[src/rtl/mips_register_file_if.sv]
// mips_register_file_if: read/write port bundle between the datapath and the register file
interface mips_register_file_if;
    logic [4:0]  read_reg1;
    logic [4:0]  read_reg2;
    logic [4:0]  write_reg;
    logic [31:0] write_data;
    logic        reg_write;
    logic [31:0] read_data1;
    logic [31:0] read_data2;
    modport master (
        output read_reg1, read_reg2, write_reg, write_data, reg_write,
        input  read_data1, read_data2
    );
    modport slave (
        input  read_reg1, read_reg2, write_reg, write_data, reg_write,
        output read_data1, read_data2
    );
endinterface

[src/rtl/mips_register_file.sv]
// mips_register_file: 32x32 register file, R0 hardwired to zero, two combinational reads, one synchronous write
module mips_register_file (
    input logic                  clk,
    input logic                  reset,
    mips_register_file_if.slave  bus
);
    logic [31:1] w_we;
    logic [31:0] w_words [0:31];
    assign w_words[0] = 32'h0;
    genvar g;
    for (g = 1; g < 32; g++) begin : g_reg
        logic [31:0] r_q;
        assign w_we[g] = bus.reg_write && (bus.write_reg == 5'(g));
        // reset clears the entry and overrides any write in the same cycle
        always_ff @(posedge clk) begin
            if (reset)
                r_q <= 32'h0;
            else if (w_we[g])
                r_q <= bus.write_data;
        end
        assign w_words[g] = r_q;
    end
    assign bus.read_data1 = w_words[bus.read_reg1];
    assign bus.read_data2 = w_words[bus.read_reg2];
endmodule

[src/flat_wrapper.sv]
// flat-port wrapper written by rule: the top's interface ports become plain ports
module mips_register_file_flat 
  (clk, reset, bus_read_reg1, bus_read_reg2, bus_write_reg, bus_write_data, bus_reg_write, bus_read_data1, bus_read_data2);
  mips_register_file_if bus_i ();
  input logic clk;
  input logic reset;
  input wire logic [$bits(bus_i.read_reg1)-1:0] bus_read_reg1;
  input wire logic [$bits(bus_i.read_reg2)-1:0] bus_read_reg2;
  input wire logic [$bits(bus_i.write_reg)-1:0] bus_write_reg;
  input wire logic [$bits(bus_i.write_data)-1:0] bus_write_data;
  input wire logic [$bits(bus_i.reg_write)-1:0] bus_reg_write;
  output wire logic [$bits(bus_i.read_data1)-1:0] bus_read_data1;
  output wire logic [$bits(bus_i.read_data2)-1:0] bus_read_data2;
  assign bus_i.read_reg1 = bus_read_reg1;
  assign bus_i.read_reg2 = bus_read_reg2;
  assign bus_i.write_reg = bus_write_reg;
  assign bus_i.write_data = bus_write_data;
  assign bus_i.reg_write = bus_reg_write;
  assign bus_read_data1 = bus_i.read_data1;
  assign bus_read_data2 = bus_i.read_data2;
  mips_register_file u_core (.clk(clk), .reset(reset), .bus(bus_i));
endmodule
[config.mk]
export PLATFORM = sky130hd
export DESIGN_NAME = mips_register_file_flat
export DESIGN_NICKNAME = d
export VERILOG_FILES = /design/src/rtl/mips_register_file_if.sv /design/src/rtl/mips_register_file.sv /design/src/flat_wrapper.sv
export SDC_FILE = /design/constraint.sdc
export NUM_CORES = 2
export LEC_CHECK = 0
export BUFFER_PORTS_ARGS = -buffer_cell sky130_fd_sc_hd__buf_2
export CAP_MARGIN = 20
export CORE_UTILIZATION = 45
export DETAILED_ROUTE_END_ITERATION = 10
export PLACE_DENSITY = 0.63
export SYNTH_ARGS = -nofsm -noshare
export SYNTH_HDL_FRONTEND = slang
export SYNTH_SLANG_ARGS = --single-unit
[constraint.sdc]
create_clock -name clk -period 4.42 [get_ports clk]
set_input_delay 0.884 -clock clk [delete_from_list [all_inputs] [get_ports clk]]
set_output_delay 0.884 -clock clk [all_outputs]
set_load 0.02 [all_outputs]
Yosys cells after proc, flatten, opt, wreduce, memory -nomap -nowiden
Cells that the tools add are included.
{ "totals": {"register_bits": 992, "latchBits": 0, "ramBits": 0, "rom_bits": 0, "in_bits": 50, "n_memories": 0} }
{ "classes": {"add_sub_neg": 0, "multipliers": 0, "div_mod_pow": 0, "order_cmp": 2, "n_eq_ne": 31, "n_shift": 0, "muxes": 6, "bitwise_logic": 2, "reduce_logical": 31} }
{ "ops": {"columns": ["cell", "count"], "rows": [
  ["$bmux 32 s5", 2],
  ["$mux 32", 4],
  ["$eq 5x5->1 const B", 16],
  ["$eq 5x4->1 const B", 8],
  ["$logic_and 1x1->1", 31],
  ["$eq 5x3->1 const B", 4],
  ["$ge 6x6->1 const B", 2],
  ["$not 5->6", 2],
  ["$eq 5x2->1 const B", 2],
  ["$eq 5x1->1 const B", 1]
]} }

Logic depth before layout (Yosys ltp)
{ "logic_depth": {"ltp_word": 4, "ltp_mapped": 9} }

Worst setup path before layout
OpenSTA, ideal clock, no wires.
{ "synth_timing": {"path_kind": "in2out", "startpoint": "input port bus_read_reg2[1]", "endpoint": "output port bus_read_data2[10]", "t_arrival_ns": 2.362, "setup_slack_ns": 1.174, "stages": 7, "n_path_buf": 2, "path_cell_list": "buf_2 -> clkbuf_1 -> mux2_2 -> a221oi_1 -> nor3_1 -> a31oi_1 -> nand3_1"} }
{ "synth_between": {"elab_chain_cells": 4} }
{ "synth_lines": {"columns": ["item", "line", "rtl"], "rows": [
  ["start: declaration", "flat_wrapper.sv:8", "input wire logic [$bits(bus_i.read_reg2)-1:0] bus_read_reg2;"],
  ["$not 5->6 (implied by the code)", "mips_register_file.sv:24", "assign bus.read_data2 = w_words[bus.read_reg2];"],
  ["$bmux 32 s5", "mips_register_file.sv:24", null],
  ["$mux 32 (implied by the code) (2 in a row)", "mips_register_file.sv:24", null],
  ["end: declaration", "flat_wrapper.sv:13", "output wire logic [$bits(bus_i.read_data2)-1:0] bus_read_data2;"]
]} }
Every way passes these cells. The select of a mux whose other input is x is not followed.

Worst setup path in the final report
{ "layout_timing": {"startpoint": "input port bus_read_reg1[0]", "endpoint": "output port bus_read_data1[10]"} }
{ "layout_between": {"elab_chain_cells": 4} }
{ "layout_lines": {"columns": ["item", "line", "rtl"], "rows": [
  ["start: declaration", "flat_wrapper.sv:7", "input wire logic [$bits(bus_i.read_reg1)-1:0] bus_read_reg1;"],
  ["$not 5->6 (implied by the code)", "mips_register_file.sv:23", "assign bus.read_data1 = w_words[bus.read_reg1];"],
  ["$bmux 32 s5", "mips_register_file.sv:23", null],
  ["$mux 32 (implied by the code) (2 in a row)", "mips_register_file.sv:23", null],
  ["end: declaration", "flat_wrapper.sv:12", "output wire logic [$bits(bus_i.read_data1)-1:0] bus_read_data1;"]
]} }
Every way passes these cells. The select of a mux whose other input is x is not followed.

==> impl_metrics.env <==
export IMPL_ys_warn_count=0
export IMPL_setup_violations=0
export IMPL_fmax_mhz=228
export IMPL_core_sq_um=113000
export IMPL_yosys_area_top_type="dfxtp_1"
export IMPL_grt_overflow_total=0
export IMPL_clkSlewWorstSetupHoldPaths_ns=0.06
export IMPL_cts_hold_buffers=0
export IMPL_grt_use_total_pct=33.2
export IMPL_power_density_nw_per_um2=355
export IMPL_vias=49500
export IMPL_critPathKind="primary input to output port"
export IMPL_cts_buffers=106
export IMPL_tightest_slew_ns=1.11
export IMPL_fin_worst_skew_ns=0
export IMPL_synth_seq_area_share_pct=38.8
export IMPL_async_reset_ff_share_pct=0
export IMPL_numClockSinks=992
export IMPL_largest_register_ffs=992
export IMPL_worstSkewPairLatency_ns=0.69
export IMPL_gp_congestion=0.921
export IMPL_post_cts_buffers=0
export IMPL_numPortBuffers=113
export IMPL_avgSynthCellArea_sq_um=7.77
export IMPL_die_area_sq_um=115000
export IMPL_finalCritPeriodShare_pct=99.2
export IMPL_fin_crit_ns=4.38
export IMPL_ys_top_cells_by_count="nand2_1 (2,147), a21oi_1 (1,120), dfxtp_1 (992)"
export IMPL_io_pins=114
export IMPL_ys_seq_elements=992
export IMPL_yosysUniqueCellTypes=33
export IMPL_vias_per_cell=6.22
export IMPL_relSlewSlack_pct=25.9
export IMPL_dieWidth_um=339
export IMPL_die_h_um=339
export IMPL_rsz0062_at_grt="false"
export IMPL_ant_nets=0
export IMPL_start_util_pct=45.4
export IMPL_grt_pass1_vias=45900
export IMPL_synthTopCellsByArea="dfxtp_1 (39%), nand2_1 (16%), mux2i_1 (15%)"
export IMPL_p_leak_uw=0.0204
export IMPL_critPathArrivalTime_ns=3.50
export IMPL_grt_max_degree=111
export IMPL_drc_errors=0
export IMPL_synth_top_area_share_pct=38.8
export IMPL_clk_path_buf_depth=3
export IMPL_root_buffer="clkbuf_16"
export IMPL_ir_worst_vdd_mv=0.343
export IMPL_required_ns=3.54
export IMPL_final_setup_tns_ns=0
export IMPL_cap_violations=0
export IMPL_min_path_type="flop to flop"
export IMPL_syn_nets=6630
export IMPL_syn_area_sq_um=51200
export IMPL_synth_most_common_cell="nand2_1"
export IMPL_h_tree_depth=3
export IMPL_largest_register="u_core.g.r_q"
export IMPL_hold_viol_final=0
export IMPL_worstSetupStartpointType="primary input"
export IMPL_cts_resized_gates=0
export IMPL_nets=6416
export IMPL_firstDrtPassIters=9
export IMPL_wire_per_inst_um=25.1
export IMPL_drive_above_1_share_pct=10.3
export IMPL_grt_first_pass_wirelength_mm=295
export IMPL_synth_cells=6580
export IMPL_fp_row_count=123
export IMPL_synth_edf_count=0
export IMPL_wirelength_mm=199
export IMPL_end_kind="output port"
export IMPL_drv_slew=0
export IMPL_dpl_hpwl_mm=117
export IMPL_worstRegToRegCells=2
export IMPL_cts_tree="built"
export IMPL_timing_critical_path_fanout_max=22
export IMPL_status="finished clean"
export IMPL_antenna_found_initial=10
export IMPL_drt_initial_drc_count=6766
export IMPL_fin_hold_ws_ns=0.466
export IMPL_largestRegisters="u_core.g.r_q (992)"
export IMPL_area_delta_synth_final_pct=11.4
export IMPL_holdPathStages=2
export IMPL_dominantRegCellSynth="dfxtp_1"
[through the flow]
stage	util, %	worst slack [ns]	instance area [sq um]	total power, uW	std cells
global route	50.6	0.0183	57000	20700	7953
floorplan	-	1.17	51200	10600	6580
CTS	50.6	0.116	57000	20200	7953
global placement	47.5	0.182	53500	11400	7758
detailed placement	47.5	0.121	53500	11400	7758
finish	50.6	0.0369	57000	20300	7956
[worst max-delay path, stage by stage]
cell and delay, ns:
buf_4 0.35, nor2b_4 0.52, buf_4 0.30, buf_4 0.25, a22oi_1 0.11, a31oi_1 0.64, nand3_1 0.21, buf_2 0.21
[placed cells by master, fill, tap and decap left out, drive strengths merged, types with 21 or more instances in the layout]
master,count
nand2,2148
a21oi,1120
dfxtp,992
mux2i,768
buf,330
a22oi,256
nand3,192
clkbuf,160
nor3,76
nor2b,73
mux4,64
a221oi,64
a31oi,64
mux2,64
clkinv,26
nor2,21
[final cells by class]
class / instances / area (sq um)
fill: 10700 / 55700
multi-input combinational: 4936 / 28900
sequential: 992 / 19900
clock buffer: 160 / 3140
timing repair buffer: 330 / 2910
tap: 1500 / 1880
clock inverter: 35 / 315
antenna: 3 / 7.51
[kinds of logic (layout without fill, tap and decap cells)]
| logic type | after synthesis | in the layout | share of synthesized area, % |
|---|---|---|---|
| simple gates | 2536 | 2536 | 20.0 |
| other cells | 0 | 3 | 0 |
| compound gates | 1504 | 1504 | 16.6 |
| mux | 896 | 896 | 19.3 |
| buf+inv | 652 | 525 | 5.32 |
| flops | 992 | 992 | 38.8 |
[routing by layer]
metal / GRT usage (%) / routed length, um / up-vias
met2: 51.2 / 87500 / 2879
met4: 13.4 / 7930 / 14
met3: 6.79 / 22600 / 547
met5: 0 / 95 / -
li1: - / - / 22200
met1: 45.2 / 81200 / 23900
[where the power goes]
part	internal, uW	total (uW)	switching [uW]
Combinational	661	2180	1520
Clock	5120	9020	3900
Sequential	9010	9060	49.9
[worst paths after layout]
kind	startpoint	end	slack (ns)
max	bus_read_reg1[0]	bus_read_data1[10]	0.04
min	u_core.g_reg[24].r_q[10]	u_core.g_reg[24].r_q[10]	0.47
max reg2reg	u_core.g_reg[1].r_q[9]	u_core.g_reg[1].r_q[9]	3.69
min reg2reg	u_core.g_reg[24].r_q[10]	u_core.g_reg[24].r_q[10]	0.47
Note: power is estimated with default switching activity, not from simulation.
